===== config.mk =====
export PLATFORM = sky130hd
export DESIGN_NAME = display_scan
export DESIGN_NICKNAME = d
export VERILOG_FILES = /design/src/rtl/clock_pkg.sv /design/src/rtl/refresh_prescaler.sv /design/src/rtl/display_scan.sv
export SDC_FILE = /design/constraint.sdc
export NUM_CORES = 1
export LEC_CHECK = 0
export ABC_AREA = 1
export CAP_MARGIN = 15
export CORE_ASPECT_RATIO = 0.6
export CORE_MARGIN = 5
export CORE_UTILIZATION = 45
export CTS_CLUSTER_DIAMETER = 60
export CTS_CLUSTER_SIZE = 10
export DETAILED_ROUTE_END_ITERATION = 6
export PLACE_DENSITY = 0.8
export SYNTH_ARGS = -nofsm -noshare
export SYNTH_HDL_FRONTEND = slang
export SYNTH_SLANG_ARGS = --single-unit

===== constraint.sdc =====
create_clock -name clk -period 7.89 [get_ports clk]
set_clock_uncertainty 0.2 [all_clocks]
set_input_delay 1.9725 -clock clk [delete_from_list [all_inputs] [get_ports clk]]
set_output_delay 1.9725 -clock clk [all_outputs]
set_load 0.02 [all_outputs]

===== src/rtl/clock_pkg.sv =====
// Shared constants for the clock display path: digit/segment widths, blank
// patterns and the segment bit order {g,f,e,d,c,b,a}.
package clock_pkg;

   localparam int SEG_W    = 7;
   localparam int N_DIGITS = 4;

   localparam logic [SEG_W-1:0]    SEG_BLANK = 7'h7F;
   localparam logic [N_DIGITS-1:0] AN_OFF    = 4'b1111;

   typedef enum logic [2:0] {
      SEG_A = 3'd0,
      SEG_B = 3'd1,
      SEG_C = 3'd2,
      SEG_D = 3'd3,
      SEG_E = 3'd4,
      SEG_F = 3'd5,
      SEG_G = 3'd6
   } seg_bit_e;

   typedef logic [SEG_W-1:0] seg_t;
   typedef logic [1:0]       digit_idx_t;

   // Active-low one-hot digit enable for the given digit index.
   function automatic logic [N_DIGITS-1:0] an_select(input digit_idx_t idx);
      an_select = ~(4'b0001 << idx);
   endfunction

endpackage


===== src/rtl/refresh_prescaler.sv =====
// Slot prescaler for display_scan: owns the in-slot counter and the digit
// index, and decodes the slot/frame wrap and blank-phase strobes.
module refresh_prescaler
   import clock_pkg::*;
#(
   parameter int DIV_REFRESH  = 12500,
   parameter int BLANK_CYCLES = 500
) (
   input  logic       clk,
   input  logic       reset,
   output digit_idx_t idx_o,
   output logic       slot_wrap_o,
   output logic       frame_wrap_o,
   output logic       in_blank_o
);

   localparam int CNT_W = (DIV_REFRESH > 1) ? $clog2(DIV_REFRESH) : 1;
   localparam logic [CNT_W-1:0] CNT_LAST  = CNT_W'(DIV_REFRESH - 1);
   localparam logic [CNT_W-1:0] BLANK_END = CNT_W'(BLANK_CYCLES);

   logic [CNT_W-1:0] cnt_q, cnt_d;
   digit_idx_t       idx_q, idx_d;

   always_comb begin
      cnt_d = cnt_q;
      idx_d = idx_q;
      if (cnt_q == CNT_LAST) begin
         cnt_d = '0;
         idx_d = idx_q + 2'd1;
      end else begin
         cnt_d = cnt_q + CNT_W'(1);
         idx_d = idx_q;
      end
   end

   always_ff @(posedge clk) begin
      if (reset) begin
         cnt_q <= '0;
         idx_q <= 2'd0;
      end else begin
         cnt_q <= cnt_d;
         idx_q <= idx_d;
      end
   end

   assign idx_o        = idx_q;
   assign slot_wrap_o  = (cnt_q == CNT_LAST);
   assign frame_wrap_o = (cnt_q == '0) && (idx_q == 2'd0);
   assign in_blank_o   = (cnt_q < BLANK_END);

endmodule


===== src/rtl/display_scan.sv =====
// Four-digit time-multiplexed seven-segment driver with per-slot blanking and
// once-per-frame snapshots. Define DISPLAY_SCAN_BLINK_EN to build digit blink.
module display_scan
   import clock_pkg::*;
#(
   parameter int DIV_REFRESH  = 12500,
   parameter int BLANK_CYCLES = 500,
   parameter int BLINK_FRAMES = 60
) (
   input  logic                clk,
   input  logic                reset,
   input  logic [SEG_W-1:0]    display3,
   input  logic [SEG_W-1:0]    display2,
   input  logic [SEG_W-1:0]    display1,
   input  logic [SEG_W-1:0]    display0,
   input  logic [N_DIGITS-1:0] blink_mask,
   output logic [SEG_W-1:0]    seg,
   output logic [N_DIGITS-1:0] an,
   output logic                frame_start
);

   digit_idx_t          idx_s;
   logic                slot_wrap_s, frame_wrap_s, in_blank_s, dark_s;
   seg_t                shadow_q [N_DIGITS];
   seg_t                seg_d, seg_q;
   logic [N_DIGITS-1:0] an_d, an_q;
   logic                frame_start_q;

   refresh_prescaler #(
      .DIV_REFRESH (DIV_REFRESH),
      .BLANK_CYCLES(BLANK_CYCLES)
   ) u_prescaler (
      .clk         (clk),
      .reset       (reset),
      .idx_o       (idx_s),
      .slot_wrap_o (slot_wrap_s),
      .frame_wrap_o(frame_wrap_s),
      .in_blank_o  (in_blank_s)
   );

   // Frame snapshot: digits only ever display these copies, so no tearing.
   always_ff @(posedge clk) begin
      if (reset) begin
         for (int i = 0; i < N_DIGITS; i++) shadow_q[i] <= SEG_BLANK;
      end else if (frame_wrap_s) begin
         shadow_q[0] <= display0;
         shadow_q[1] <= display1;
         shadow_q[2] <= display2;
         shadow_q[3] <= display3;
      end
   end

`ifdef DISPLAY_SCAN_BLINK_EN
   localparam int FR_W = $clog2(BLINK_FRAMES + 1);

   logic [FR_W-1:0]     frame_cnt_q;
   logic                blink_phase_q;
   logic [N_DIGITS-1:0] mask_q;
   logic                frame_end_s;

   assign frame_end_s = slot_wrap_s && (idx_s == 2'd3);

   // Blink phase flips as each run of BLINK_FRAMES frames completes.
   always_ff @(posedge clk) begin
      if (reset) begin
         frame_cnt_q   <= '0;
         blink_phase_q <= 1'b0;
         mask_q        <= '0;
      end else begin
         if (frame_wrap_s) mask_q <= blink_mask;
         if (frame_end_s) begin
            if (frame_cnt_q == FR_W'(BLINK_FRAMES - 1)) begin
               frame_cnt_q   <= '0;
               blink_phase_q <= ~blink_phase_q;
            end else begin
               frame_cnt_q <= frame_cnt_q + FR_W'(1);
            end
         end
      end
   end

   assign dark_s = blink_phase_q & mask_q[idx_s];
`else
   logic unused_blink_s;
   assign unused_blink_s = ^{blink_mask, slot_wrap_s};
   assign dark_s         = 1'b0;
`endif

   always_comb begin
      seg_d = SEG_BLANK;
      an_d  = AN_OFF;
      if (in_blank_s || dark_s) begin
         seg_d = SEG_BLANK;
         an_d  = AN_OFF;
      end else begin
         seg_d = shadow_q[idx_s];
         an_d  = an_select(idx_s);
      end
   end

   always_ff @(posedge clk) begin
      if (reset) begin
         seg_q         <= SEG_BLANK;
         an_q          <= AN_OFF;
         frame_start_q <= 1'b0;
      end else begin
         seg_q         <= seg_d;
         an_q          <= an_d;
         frame_start_q <= frame_wrap_s;
      end
   end

   assign seg         = seg_q;
   assign an          = an_q;
   assign frame_start = frame_start_q;

endmodule


# Word-level counts from Yosys, hierarchy flattened

Memory sizes are Yosys's and may differ from the RTL's. A register that Yosys moved wholly into a read port is not among the register bits.
Cells that the tools add are included.

Reductions and logical operators: 5
Shift-type cells: 1
$add $sub $neg: 2
$lt $le $gt $ge: 1
Equality and inequality tests: 1
Divide/modulo/power cells: 0
Multipliers: 0
Muxes and demuxes: 9
Bitwise gates (word level): 5

Operator list:

| kind                    | number |
|---|---|
| $mux W7                 | 4 |
| $add A14 B1 Y14 const B | 1 |
| $eq A14 B14 Y1 const B  | 1 |
| $logic_not A14 Y1       | 1 |
| $lt A14 B9 Y1 const B   | 1 |
| $mux W1                 | 5 |
| $not A4 Y4              | 1 |
| $or A1 B1 Y1            | 4 |
| $reduce_or A2 Y1        | 2 |
| $shl A1 B2 Y4 const A   | 1 |
| $add A2 B1 Y2 const B   | 1 |
| $logic_not A2 Y1        | 1 |
| $logic_and A1 B1 Y1     | 1 |

Bits in writable memories: 28
Word-level logic and storage cells: 29
Bits of input ports: 34
Memories: 1
Output and inout bits: 12
Bits in latches: 0
Flip-flop bits (word level): 21
ROM bits: 0

Memory list:

| memory   | words | bits a word | rd ports | clocked after memory_dff | write ports | line               | source |
|---|---|---|---|---|---|---|---|
| shadow_q | 4     | 7           | 1        | 1                        | 4           | display_scan.sv:24 | `seg_t shadow_q [N_DIGITS];` |

# Longest topological paths before layout

Depth after elaboration: 6
Depth in mapped cells: 8
Mapped depth without buffers: 7

# Modules after synthesis

From an unflattened synthesis, not the netlist that was laid out.

Cells, all modules: 304
Area, all modules: 2518.7 um2

By module, submodules not included:

| module            | sequential area each (um2) | cells each | instances | area each (um2) |
|---|---|---|---|---|
| display_scan      | 1081.0                     | 177        | 1         | 1655.3 |
| refresh_prescaler | 320.3                      | 127        | 1         | 863.3 |

# Worst setup path before layout

OpenSTA, ideal clock, no wires.

Path kind: input port to flip-flop
From: input port reset
To: memory shadow_q[0][0] (netlist bit) (enable)
Arrival time: 3.055 ns
Stages: 4
Slack: 4.183 ns
Library setup time: 0.452 ns
Cell sequence: inv_1 buf_2 buf_1 nand2_1

RTL lines:

| what            | line               | source |
|---|---|---|
| start, declared | display_scan.sv:11 | `input logic reset,` |
| end, declared   | display_scan.sv:24 |  |

==> results.json <==
{
  "outcome": "finished, final reports clean",
  "leakagePower_nw": 1.19,
  "ys_types": 25,
  "synth_fa_ha_area_share_pct": 2.93,
  "numCtsBuffers": 5,
  "yosysSeqAreaShare_pct": 54.7,
  "maxClockFrequency_mhz": 219,
  "dieHeight_um": 68.5,
  "clk_path_buf_depth": 2,
  "ys_ff_latch": 56,
  "die-width_um": 107,
  "drtPass1Iterations": 4,
  "worst_pin_slew_ns": 1.17,
  "rr_worst_depth": 7,
  "power.density_nw_per_um2": 173,
  "postRouteWirelength_um": 5610,
  "drcViolationCount": 0,
  "hp-class": "reg -> reg",
  "clock_sinks": 56,
  "critical_path_class": "in -> reg",
  "yosys_warnings": 0,
  "grt_antenna_before_repair": 0,
  "num_vias": 2043,
  "drv_cap": 0,
  "grt_use_total_pct": 16.0,
  "num_rows": 21,
  "dp_hpwl_um": 4010,
  "postSynthAreaPerCell_um2": 8.78,
  "via_per_inst": 5.00,
  "dpl.cell_count": 401,
  "routabilityCongestion": 0.862,
  "synthXorXnorAreaFrac_pct": 2.73,
  "htree_levels": 2,
  "cts_hold_buffers": 0,
  "drt-wirelength-per-cell_um": 13.7,
  "port_buffers": 41,
  "dr.first_iter.drc_count": 130,
  "fill_cells": 498,
  "die-area_um2": 7360,
  "synth_cells": 292,
  "fin_crit_sh_pct": 57.9,
  "cts_setup_buffers": 0,
  "required_ns": 7.47,
  "synth_top_family_by_area": "simple AND/OR/NAND/NOR gates",
  "ir_drop_mv": 0.0728,
  "syn_nets": 332,
  "synth-simple-area-share_pct": 23.5,
  "met2_length_um": 2440,
  "start_util_pct": 46.2,
  "root_buffer": "clkbuf_8",
  "synth-compound-area-share_pct": 5.47,
  "highest_layer": "met4",
  "startpoint_type": "input port",
  "final_cells": 409,
  "cp.arrival_ns": 4.14,
  "io_pins": 46,
  "detail-route-antenna-nets": 0,
  "report.final.slew_viol_count": 0,
  "hold_path_depth": 1,
  "tns_ns": 0,
  "muxShareOfSynthArea_pct": 0,
  "drive_gt1_share_pct": 4.56,
  "cts.repair.resized": 0,
  "slew_headroom_pct": 22.0,
  "grt_pass1_vias": 1820,
  "seq_area_um2": 1400,
  "antenna_cells": 0,
  "core_region_area_um2": 5540,
  "cp_max_fo": 30,
  "cts.clk_slew.worst_paths_ns": 0.09,
  "met3_length_um": 455,
  "met1_length_um": 2630,
  "worst_skew_pair.late_latency_ns": 0.31,
  "area_delta_synth_final_pct": 21.0,
  "hold_viol_final": 0,
  "grt_overflow_total": 0,
  "cts_tree": "done",
  "grt_max_degree": 31,
  "nets": 368,
  "multiInputGateArea_um2": 887,
  "end_kind": "register",
  "grt_pass1_wl_um": 8980,
  "syn_area_um2": 2560,
  "period_minus_slack_ns": 4.57,
  "setup_viol": 0,
  "rsz0062_at_grt": "false"
}
==> power breakdown <==
group / switching [mW] / internal, mW
Clock: 0.0916 / 0.0712
Sequential: 0.00457 / 0.320
Combinational: 0.0281 / 0.0224
Total: 0.124 / 0.414
==> registers in the layout, summed over array words and instances (netlist names) <==
name / cells
u_prescaler.idx_o: 2
frame_start: 1
an: 4
shadow_q: 28
u_prescaler.cnt_q: 14
seg: 7
==> cell usage after synthesis <==
| master | instances | area [µm²] |
|---|---|---|
| inv_2 | 1 | 3.75 |
| buf_4 | 1 | 7.51 |
| nand4_1 | 32 | 200 |
| nor2_1 | 41 | 154 |
| nor3_2 | 1 | 10.0 |
| nor3_1 | 1 | 5.00 |
| buf_1 | 1 | 3.75 |
| a31oi_1 | 1 | 6.26 |
| nand2_2 | 1 | 6.26 |
| nand3b_1 | 1 | 7.51 |
| o22ai_1 | 7 | 43.8 |
| ha_1 | 6 | 75.1 |
| nor2_2 | 3 | 18.8 |
| dfxtp_1 | 28 | 561 |
| a21oi_1 | 4 | 20.0 |
| xor2_1 | 7 | 61.3 |
| nand2_1 | 40 | 150 |
| o21ai_0 | 14 | 70.1 |
| edfxtp_1 | 28 | 841 |
| xnor2_1 | 1 | 8.76 |
| inv_1 | 52 | 195 |
| buf_2 | 7 | 35.0 |
| nand3_1 | 10 | 50.1 |
| clkbuf_1 | 2 | 7.51 |
| buf_6 | 2 | 22.5 |
==> per-stage QoR <==
stage	hold WS [ns]	cell area, µm²	worst slack, ns	total power, mW	utilization, %
final	0.272	3100	3.32	0.538	56.0
after global routing	0.296	3100	3.20	0.562	56.0
after floorplan	0.230	2560	4.18	0.360	-
after global placement	0.240	3010	3.06	0.380	54.2
after CTS	0.279	3100	3.35	0.540	56.0
after detailed placement	0.257	3010	3.00	0.382	54.2
==> kinds of logic after synthesis <==
kind of cell | count (synthesis)
xor gates and xnor gates | 8
AOI/OAI and AO/OA | 26
DFF | 56
and+or+nand+nor | 130
adders and majority gates | 6
buffers and inverters | 66
==> critical path, cell delays in order <==
cell and delay [ns]:
clkdlybuf4s50_1 0.50, inv_1 0.71, nand2_1 0.94
==> per-layer routing <==
metal,up-vias,GRT usage [%]
met5,-,0
met4,0,5.51
met3,9,4.15
met2,69,23.3
met1,937,23.3
li1,1028,-
==> area by class of cell <==
cell class | count | area share [%]
clock buffer | 6 | 2.66
sequential | 56 | 45.2
tap | 80 | 3.23
multi-input combinational | 170 | 28.6
clock inverter | 2 | 0.484
timing repair buffer | 42 | 13.5
inverter | 53 | 6.41
==> cell usage in the layout, fill, tap and decap left out, drive strengths merged <==
master         instances
nand3b                 1
nand2                 41
clkdlybuf4s50         41
edfxtp                28
dfxtp                 28
inv                   53
nor2                  44
xor2                   7
nand3                 10
o21ai                 14
clkinvlp               2
nand4                 32
buf                    1
a31oi                  1
a21oi                  4
nor3                   2
clkbuf                 6
o22ai                  7
ha                     6
xnor2                  1
==> final timing paths <==
path                                                        start                              end  slack, ns
worst max-delay path                                        reset     shadow_q[3][6]$_SDFFCE_PN1P_       3.32
worst min-delay path              u_prescaler.cnt_q[0]$_SDFF_PP0_  u_prescaler.cnt_q[0]$_SDFF_PP0_       0.27
worst max register to register  u_prescaler.idx_o[0]$_SDFFE_PP0N_     shadow_q[3][6]$_SDFFCE_PN1P_       4.47
worst min register to register    u_prescaler.cnt_q[0]$_SDFF_PP0_  u_prescaler.cnt_q[0]$_SDFF_PP0_       0.27
Note: power is estimated with default switching activity, not from simulation.
